$ cat config.mk
export PLATFORM = sky130hd
export DESIGN_NAME = fetch_unit
export DESIGN_NICKNAME = d
export VERILOG_FILES = /design/src/rtl/fetch_unit.sv
export SDC_FILE = /design/constraint.sdc
export NUM_CORES = 1
export LEC_CHECK = 0
export ABC_AREA = 1
export BUFFER_PORTS_ARGS = -buffer_cell sky130_fd_sc_hd__buf_2
export CAP_MARGIN = 40
export CORE_MARGIN = 1
export CORE_UTILIZATION = 49
export CTS_CLUSTER_SIZE = 24
export DETAILED_ROUTE_END_ITERATION = 8
export PLACE_DENSITY = 0.8
export SKIP_LAST_GASP = 1
export SLEW_MARGIN = 0
export SYNTH_ARGS = -nofsm -noshare
export SYNTH_HDL_FRONTEND = slang
export SYNTH_SLANG_ARGS = --single-unit
$ cat constraint.sdc
create_clock -name clk -period 1.7 [get_ports clk]
set_input_delay 0.34 -clock clk [delete_from_list [all_inputs] [get_ports clk]]
set_output_delay 0.34 -clock clk [all_outputs]
set_load 0.02 [all_outputs]
$ cat src/rtl/fetch_unit.sv
// Instruction fetch stage: holds the PC, issues single-outstanding imem requests and
// hands instructions to the datapath. Optional macro FETCH_PERF_CNT_EN adds fetch/drop counters.
module fetch_unit #(
  parameter int               A_WIDTH  = 32,
  parameter int               I_WIDTH  = 32,
  parameter logic [A_WIDTH-1:0] RESET_PC = '0
) (
  input  logic               clk,
  input  logic               rst_n,
  output logic               imem_req,
  output logic [A_WIDTH-1:0] imem_addr,
  input  logic               imem_rvalid,
  input  logic [I_WIDTH-1:0] imem_rdata,
  output logic               instr_valid,
  input  logic               instr_ready,
  output logic [I_WIDTH-1:0] instr,
  output logic [A_WIDTH-1:0] pc_out,
  output logic [4:0]         ad1,
  output logic [4:0]         ad2,
  output logic [4:0]         ad3,
  input  logic               redirect,
  input  logic [A_WIDTH-1:0] redirect_pc
`ifdef FETCH_PERF_CNT_EN
  ,
  output logic [31:0]        fetch_cnt,
  output logic [31:0]        drop_cnt
`endif
);

  typedef enum logic [2:0] {
    S_IDLE,
    S_REQ,
    S_WAIT,
    S_VALID,
    S_DROP
  } state_t;

  state_t             state_q, state_d;
  logic [A_WIDTH-1:0] pc_q, pc_d;
  logic [I_WIDTH-1:0] instr_q, instr_d;
  logic [A_WIDTH-1:0] pcOut_q, pcOut_d;

  always_ff @(posedge clk) begin
    if (!rst_n) begin
      state_q <= S_IDLE;
      pc_q    <= RESET_PC;
      instr_q <= '0;
      pcOut_q <= '0;
    end else begin
      state_q <= state_d;
      pc_q    <= pc_d;
      instr_q <= instr_d;
      pcOut_q <= pcOut_d;
    end
  end

  // A redirect overrides every other event; an in-flight response becomes wrong-path.
  always_comb begin
    state_d = state_q;
    pc_d    = pc_q;
    instr_d = instr_q;
    pcOut_d = pcOut_q;
    if (redirect) begin
      pc_d = redirect_pc & ~A_WIDTH'(3);
      unique case (state_q)
        S_IDLE:  state_d = S_REQ;
        S_REQ:   state_d = S_DROP;
        S_WAIT:  state_d = imem_rvalid ? S_REQ : S_DROP;
        S_VALID: state_d = S_REQ;
        S_DROP:  state_d = imem_rvalid ? S_REQ : S_DROP;
        default: state_d = S_IDLE;
      endcase
    end else begin
      unique case (state_q)
        S_IDLE:  state_d = S_REQ;
        S_REQ:   state_d = S_WAIT;
        S_WAIT: begin
          if (imem_rvalid) begin
            instr_d = imem_rdata;
            pcOut_d = pc_q;
            state_d = S_VALID;
          end
        end
        S_VALID: begin
          if (instr_ready) begin
            pc_d    = pc_q + A_WIDTH'(4);
            state_d = S_REQ;
          end
        end
        S_DROP: begin
          if (imem_rvalid) state_d = S_REQ;
        end
        default: state_d = S_IDLE;
      endcase
    end
  end

  assign imem_req    = (state_q == S_REQ);
  assign imem_addr   = pc_q;
  assign instr_valid = (state_q == S_VALID);
  assign instr       = instr_q;
  assign pc_out      = pcOut_q;
  assign ad1         = instr_q[19:15];
  assign ad2         = instr_q[24:20];
  assign ad3         = instr_q[11:7];

`ifdef FETCH_PERF_CNT_EN
  logic [31:0] fetchCnt_q;
  logic [31:0] dropCnt_q;
  logic        dropEvt;

  assign dropEvt = imem_rvalid &
                   ((state_q == S_DROP) | ((state_q == S_WAIT) & redirect));

  always_ff @(posedge clk) begin
    if (!rst_n) begin
      fetchCnt_q <= '0;
      dropCnt_q  <= '0;
    end else begin
      if (instr_valid & instr_ready) fetchCnt_q <= fetchCnt_q + 32'd1;
      if (dropEvt)                   dropCnt_q  <= dropCnt_q + 32'd1;
    end
  end

  assign fetch_cnt = fetchCnt_q;
  assign drop_cnt  = dropCnt_q;
`endif

endmodule

### Word-level counts from Yosys, hierarchy flattened

Index checks and enable logic that the tools add are counted.

* word-level logic and storage cells: 35
* output and inout port bits: 113
* bits in registers: 99

* equal/unequal tests: 7
* bitwise operators: 2
* reductions and logical operators: 10
* muxes and demuxes: 10
* add/sub/neg operators: 1

Operators by type and width (count)
* $mux W32: 3
* $add A32 B3 Y32 const B: 1
* $mux W3: 5
* $pmux W3 S5: 1
* $pmux W3 S3: 1
* $eq A3 B2 Y1 const B: 2
* $ne A3 B3 Y1 const B: 2
* $reduce_and A3 Y1: 2
* $reduce_or A2 Y1: 3
* $reduce_and A2 Y1: 2
* $reduce_bool A2 Y1: 2
* $eq A3 B1 Y1 const B: 1
* $eq A3 B3 Y1 const B: 1
* $logic_not A3 Y1: 1
* $ne A3 B1 Y1 const B: 1
* $not A1 Y1: 2

### Longest topological paths before layout

* depth after elaboration: 4
* depth in mapped cells: 9
* gate-level depth less buffers: 9

### Least setup slack after synthesis

No wires, ideal clock.

* kind: flip-flop to flip-flop
* start point: register pc_q[3] (netlist: imem_addr[3])
* end point: register pc_q[14] (netlist: imem_addr[14])
* clock period less this slack: 1.595 ns
* stages on the path, launching flop included: 9
* buffers on the path: 0
* required time: 1.628 ns
* arrival time: 1.523 ns
* path slack: 0.105 ns
* cells stage by stage: dfxtp_1 -> ha_1 -> nand2_1 -> nor2_1 -> nand2_1 -> nor2_1 -> xor2_1 -> nand2_1 -> a21oi_1

* longest elaborated chain between the ends: 4

RTL lines
* from (decl): line 39 `logic [A_WIDTH-1:0] pc_q, pc_d;`
* from (signal assigned): line 51 `pc_q <= pc_d;`
* $add A32 B3 Y32: line 86 `pc_d = pc_q + A_WIDTH'(4);`
* $mux W32: line 85 `if (instr_ready) begin`
* $mux W32: line 74 `unique case (state_q)`
* $mux W32: line 63 `if (redirect) begin`

Every way passes these cells. The select of a mux whose other input is x is not followed.
A chain may end at the register's enable or synchronous reset.

### Final worst setup path

* start point: register state_q[1]
* end point: output port imem_req

* longest elaborated chain between the ends: 1

RTL lines
* from (decl): line 38 `state_t state_q, state_d;`
* from (signal assigned): line 50 `state_q <= state_d;`
* $eq A3 B1 Y1: line 98 `assign imem_req = (state_q == S_REQ);`
* to (decl): line 10 `output logic imem_req,`

Every way passes these cells.

==> implementation parameters <==
Parameter                              Value

Outcome
  Run status    finished, final reports clean

Routing
  Routed via count    4,870
  Drt pass-1 iters    5
  1st-iter DRT viols    213
  Drc violations    0
  Post-detailed-route count of antenna-violating nets    0
  Vias per cell    5.18
  Average routed wire per standard cell    14.5 um
  Routed wire length    13.6 mm

Placement
  Number of I/O port buffers    175
  Final weighted congestion of routability-driven global placement    0.979
  Setup WS pre-CTS    0.0921 ns
  Area after DPL    5550 um2
  Placed wire-length estimate    10.2 mm
  Total placed cells including tap cells    925

Synth
  Fraction of synthesized area in multiplexers    0%
  Post-synthesis compound-gate area fraction    18.1%
  Share of flip-flops with an asynchronous set or reset    0%
  Combinational family with the most area after synthesis    simple AND/OR/NAND/NOR gates
  Dominant cell type by area after synthesis    sky130_fd_sc_hd__dfxtp_1
  Synthesized-area fraction occupied by adder cells    0.270%
  Simple-Gate Fraction of Synth Area    27.0%
  Cells taking the most area after synthesis    sky130_fd_sc_hd__dfxtp_1 (41%), sky130_fd_sc_hd__nor2_1 (10%), sky130_fd_sc_hd__o21ai_0 (8.7%)
  Commonest register cell after synthesis    sky130_fd_sc_hd__dfxtp_1
  Yosys cell types    38
  Number of synthesized register bits    95
  Instance count of the mapped netlist    659
  Area share of the largest cell type after synthesis    41.0%
  Share of the yosys chip area belonging to registers    41.0%
  Synth Area in XOR/XNOR    0.945%
  Average cell area after synthesis    7.03 um2
  Post-synth EDFFs    0
  Number of warning messages in the yosys log    0
  Mapped cell area    4630 um2

Floorplan
  Core box area    9200 um2
  Row count    35
  Number of primary I/O pins    182
  Starting density of the core    50.4%
  Vert. Die Dim    99.3 um
  Die area    9850 um2
  Die W    99.3 um

Clock network
  CTS tree    yes
  Number of sinks handled by clock tree synthesis    95
  Quantity of gates resized following cts    0
  Clock slew at the register clock pins of the worst setup and hold paths    0.11 ns
  Number of clock buffers inserted by TritonCTS    9
  Number of buffers inserted to repair setup after CTS    0
  Cts-stage hold buffer count    0
  Clock root buffer    sky130_fd_sc_hd__clkbuf_8
  Skew-Pair Late Insertion Delay    0.37 ns
  Maximum level of the CTS H-tree    3
  Deepest clock path buffer count    2

Critical path
  Critical-path cell list    nor2_1 -> inv_1 -> nor2_1 -> buf_2
  Worst setup path startpoint    state_q[1]$_SDFFE_PN0P_
  Gate family responsible for the most delay along the worst path    flip-flops
  Slowest stage cell on the critical path    sky130_fd_sc_hd__dfxtp_1
  Critical path endpoint    imem_req
  Path type of the worst setup path    reg2out
  Most frequent CP cell    sky130_fd_sc_hd__nor2_1
  Cell depth of the worst setup path    4
  Critical path capture point type    output pin
  Largest stage delay on the critical path    0.39 ns
  Reg2Reg Capture Point    imem_addr[21]$_SDFFE_PN0P_
  Register-to-Register Setup Slack    0.14 ns
  Launch point of the worst reg-to-reg path    imem_addr[8]$_SDFFE_PN0P_
  Count of buffer and inverter cells on the critical path    2
  Kind of start point of the critical path    flop
  Maximum fanout along the worst path    5
  Worst path arrival time    1.28 ns
  Critical Path RT    1.36 ns
  Worst reg-to-reg path cell count    8

GRT
  Overall routing resource usage    27.8%
  Maximum number of pins on one net before global-route repair    69
  Via count of the first global-routing pass    4,525
  Number of antenna violations at the first check in global routing    0
  Total congestion overflow    0
  First-pass GRT wire length    21.6 mm

Power and ir drop
  Areal power density over the cells    802 nW/um2
  PnR Total Power    4.63 mW
  Max VDD drop    448 uV
  Leakage power total    2.76 nW

Cells and area
  Filler cell count in the final layout    885
  Fraction of final layout cells sized beyond drive strength 1    29.9%
  Final net count    895
  Antenna diode count    0
  Post-route standard cell area excluding fillers    5780 um2
  Area grow syn2layout    24.7%
  Final instance count without filler cells    941
  Post-Route Utilization    62.8%

STA
  Worst Skew    0.0134 ns
  Number of pins with negative max-slew slack in the final report    0
  Count of endpoints failing setup in the final report    0
  Worst slew pin tran    0.578 ns
  Hold Violations, Final    0
  Unrepaired setup endpoints after global routing    yes
  Period Utilization, post-route    95.3%
  Max Clock Freq    0.617 GHz
  Worst slack on hold paths    0.203 ns
  Setup TNS    0 ns
  Final critical delay including setup and external delays    1.62 ns
  Worst Slack Setup Final    0.0791 ns
  Worst slew margin relative to its limit    61.5%

Worst hold path
  Startpoint of the lowest-slack hold path    imem_rdata[13]
  Worst Hold Class    in2reg

Job
  Maximum capacitance violations    0
-- kinds of logic after synthesis --
logic type	count (synthesis)
AOI/OAI and AO/OA	156
xor gates and xnor gates	5
adders and majority gates	1
buffers and inverters	114
DFF	95
other	1
and+or+nand+nor	287
-- worst min-delay path: cells and delay by family --
family	cells	cell delay (ns)
AO/OA/AOI/OAI	1	0.06
AND/OR/NAND/NOR	1	0.07
buffers and inverters	1	0.07
-- cell usage after synthesis (2+ instances only) --
| library cell | count |
|---|---|
| sky130_fd_sc_hd__nand3_1 | 27 |
| sky130_fd_sc_hd__dfxtp_1 | 95 |
| sky130_fd_sc_hd__a211oi_1 | 5 |
| sky130_fd_sc_hd__inv_2 | 3 |
| sky130_fd_sc_hd__nor2_8 | 2 |
| sky130_fd_sc_hd__a21oi_1 | 43 |
| sky130_fd_sc_hd__inv_1 | 60 |
| sky130_fd_sc_hd__a31oi_1 | 6 |
| sky130_fd_sc_hd__buf_2 | 6 |
| sky130_fd_sc_hd__nor3_1 | 7 |
| sky130_fd_sc_hd__buf_4 | 19 |
| sky130_fd_sc_hd__a21oi_2 | 5 |
| sky130_fd_sc_hd__o21ai_0 | 81 |
| sky130_fd_sc_hd__clkbuf_1 | 16 |
| sky130_fd_sc_hd__o21ai_1 | 11 |
| sky130_fd_sc_hd__nand2_1 | 107 |
| sky130_fd_sc_hd__nand3_2 | 7 |
| sky130_fd_sc_hd__xor2_1 | 4 |
| sky130_fd_sc_hd__nor2_2 | 3 |
| sky130_fd_sc_hd__nor2_1 | 125 |
| sky130_fd_sc_hd__o21ai_2 | 2 |
| sky130_fd_sc_hd__buf_6 | 6 |
| sky130_fd_sc_hd__nand4_1 | 4 |
-- final cells by class --
type / count / area, um2 / share of cell area [%]
multi-input cells: 453 / 2190 / 37.8
flip-flops and latches: 95 / 1900 / 32.9
repair buffers: 200 / 1090 / 18.8
inverters: 66 / 264 / 4.57
well taps: 111 / 139 / 2.40
clock buffers: 9 / 124 / 2.14
clock inverters: 7 / 75.1 / 1.30
-- per-layer routing --
| layer | GRT usage (%) | vias up | routed length (um) |
|---|---|---|---|
| li1 | - | 2446 | - |
| met1 | 33.6 | 2217 | 5810 |
| met2 | 49.5 | 182 | 6820 |
| met3 | 4.01 | 25 | 654 |
| met4 | 11.1 | 0 | 321 |
| met5 | 0 | - | 0 |
-- state kept, by name, indices dropped and copies added (netlist names) --
| register | count |
|---|---|
| imem_addr | 30 |
| instr | 32 |
| pc_out | 30 |
| state_q | 3 |
-- power by group --
group	leakage [nW]	internal (mW)	switching, mW
logic	1.89	0.266	0.459
registers	0.773	2.31	0.0850
clock network	0.0981	0.581	0.928
total	2.76	3.16	1.47
-- placed cells by master, fill, tap and decap left out, types with 6 or more instances in the layout --
master and n:
sky130_fd_sc_hd__a31oi_1 6, sky130_fd_sc_hd__dfxtp_1 94, sky130_fd_sc_hd__nand3_1 27, sky130_fd_sc_hd__a21oi_1 43
sky130_fd_sc_hd__clkbuf_8 9, sky130_fd_sc_hd__nand2_1 106, sky130_fd_sc_hd__nor3_1 7, sky130_fd_sc_hd__buf_4 23
sky130_fd_sc_hd__o21ai_1 11, sky130_fd_sc_hd__inv_1 59, sky130_fd_sc_hd__buf_2 175, sky130_fd_sc_hd__o21ai_0 81
sky130_fd_sc_hd__nand3_2 7, sky130_fd_sc_hd__nor2_1 122
-- worst min path at each step --
stage                               to  slack [ns]  cells after the start
2_1_floorplan   instr[13]$_SDFFE_PN0P_        0.49                      2
3_3_place_gp   pc_out[19]$_SDFFE_PN0P_        0.46                      2
3_5_place_dp    pc_out[6]$_SDFFE_PN0P_        0.47                      2
4_1_cts         instr[13]$_SDFFE_PN0P_        0.19                      3
5_1_grt         instr[13]$_SDFFE_PN0P_        0.22                      3
6_report        instr[13]$_SDFFE_PN0P_        0.20                      3
Note: power is estimated with default switching activity, not from simulation.
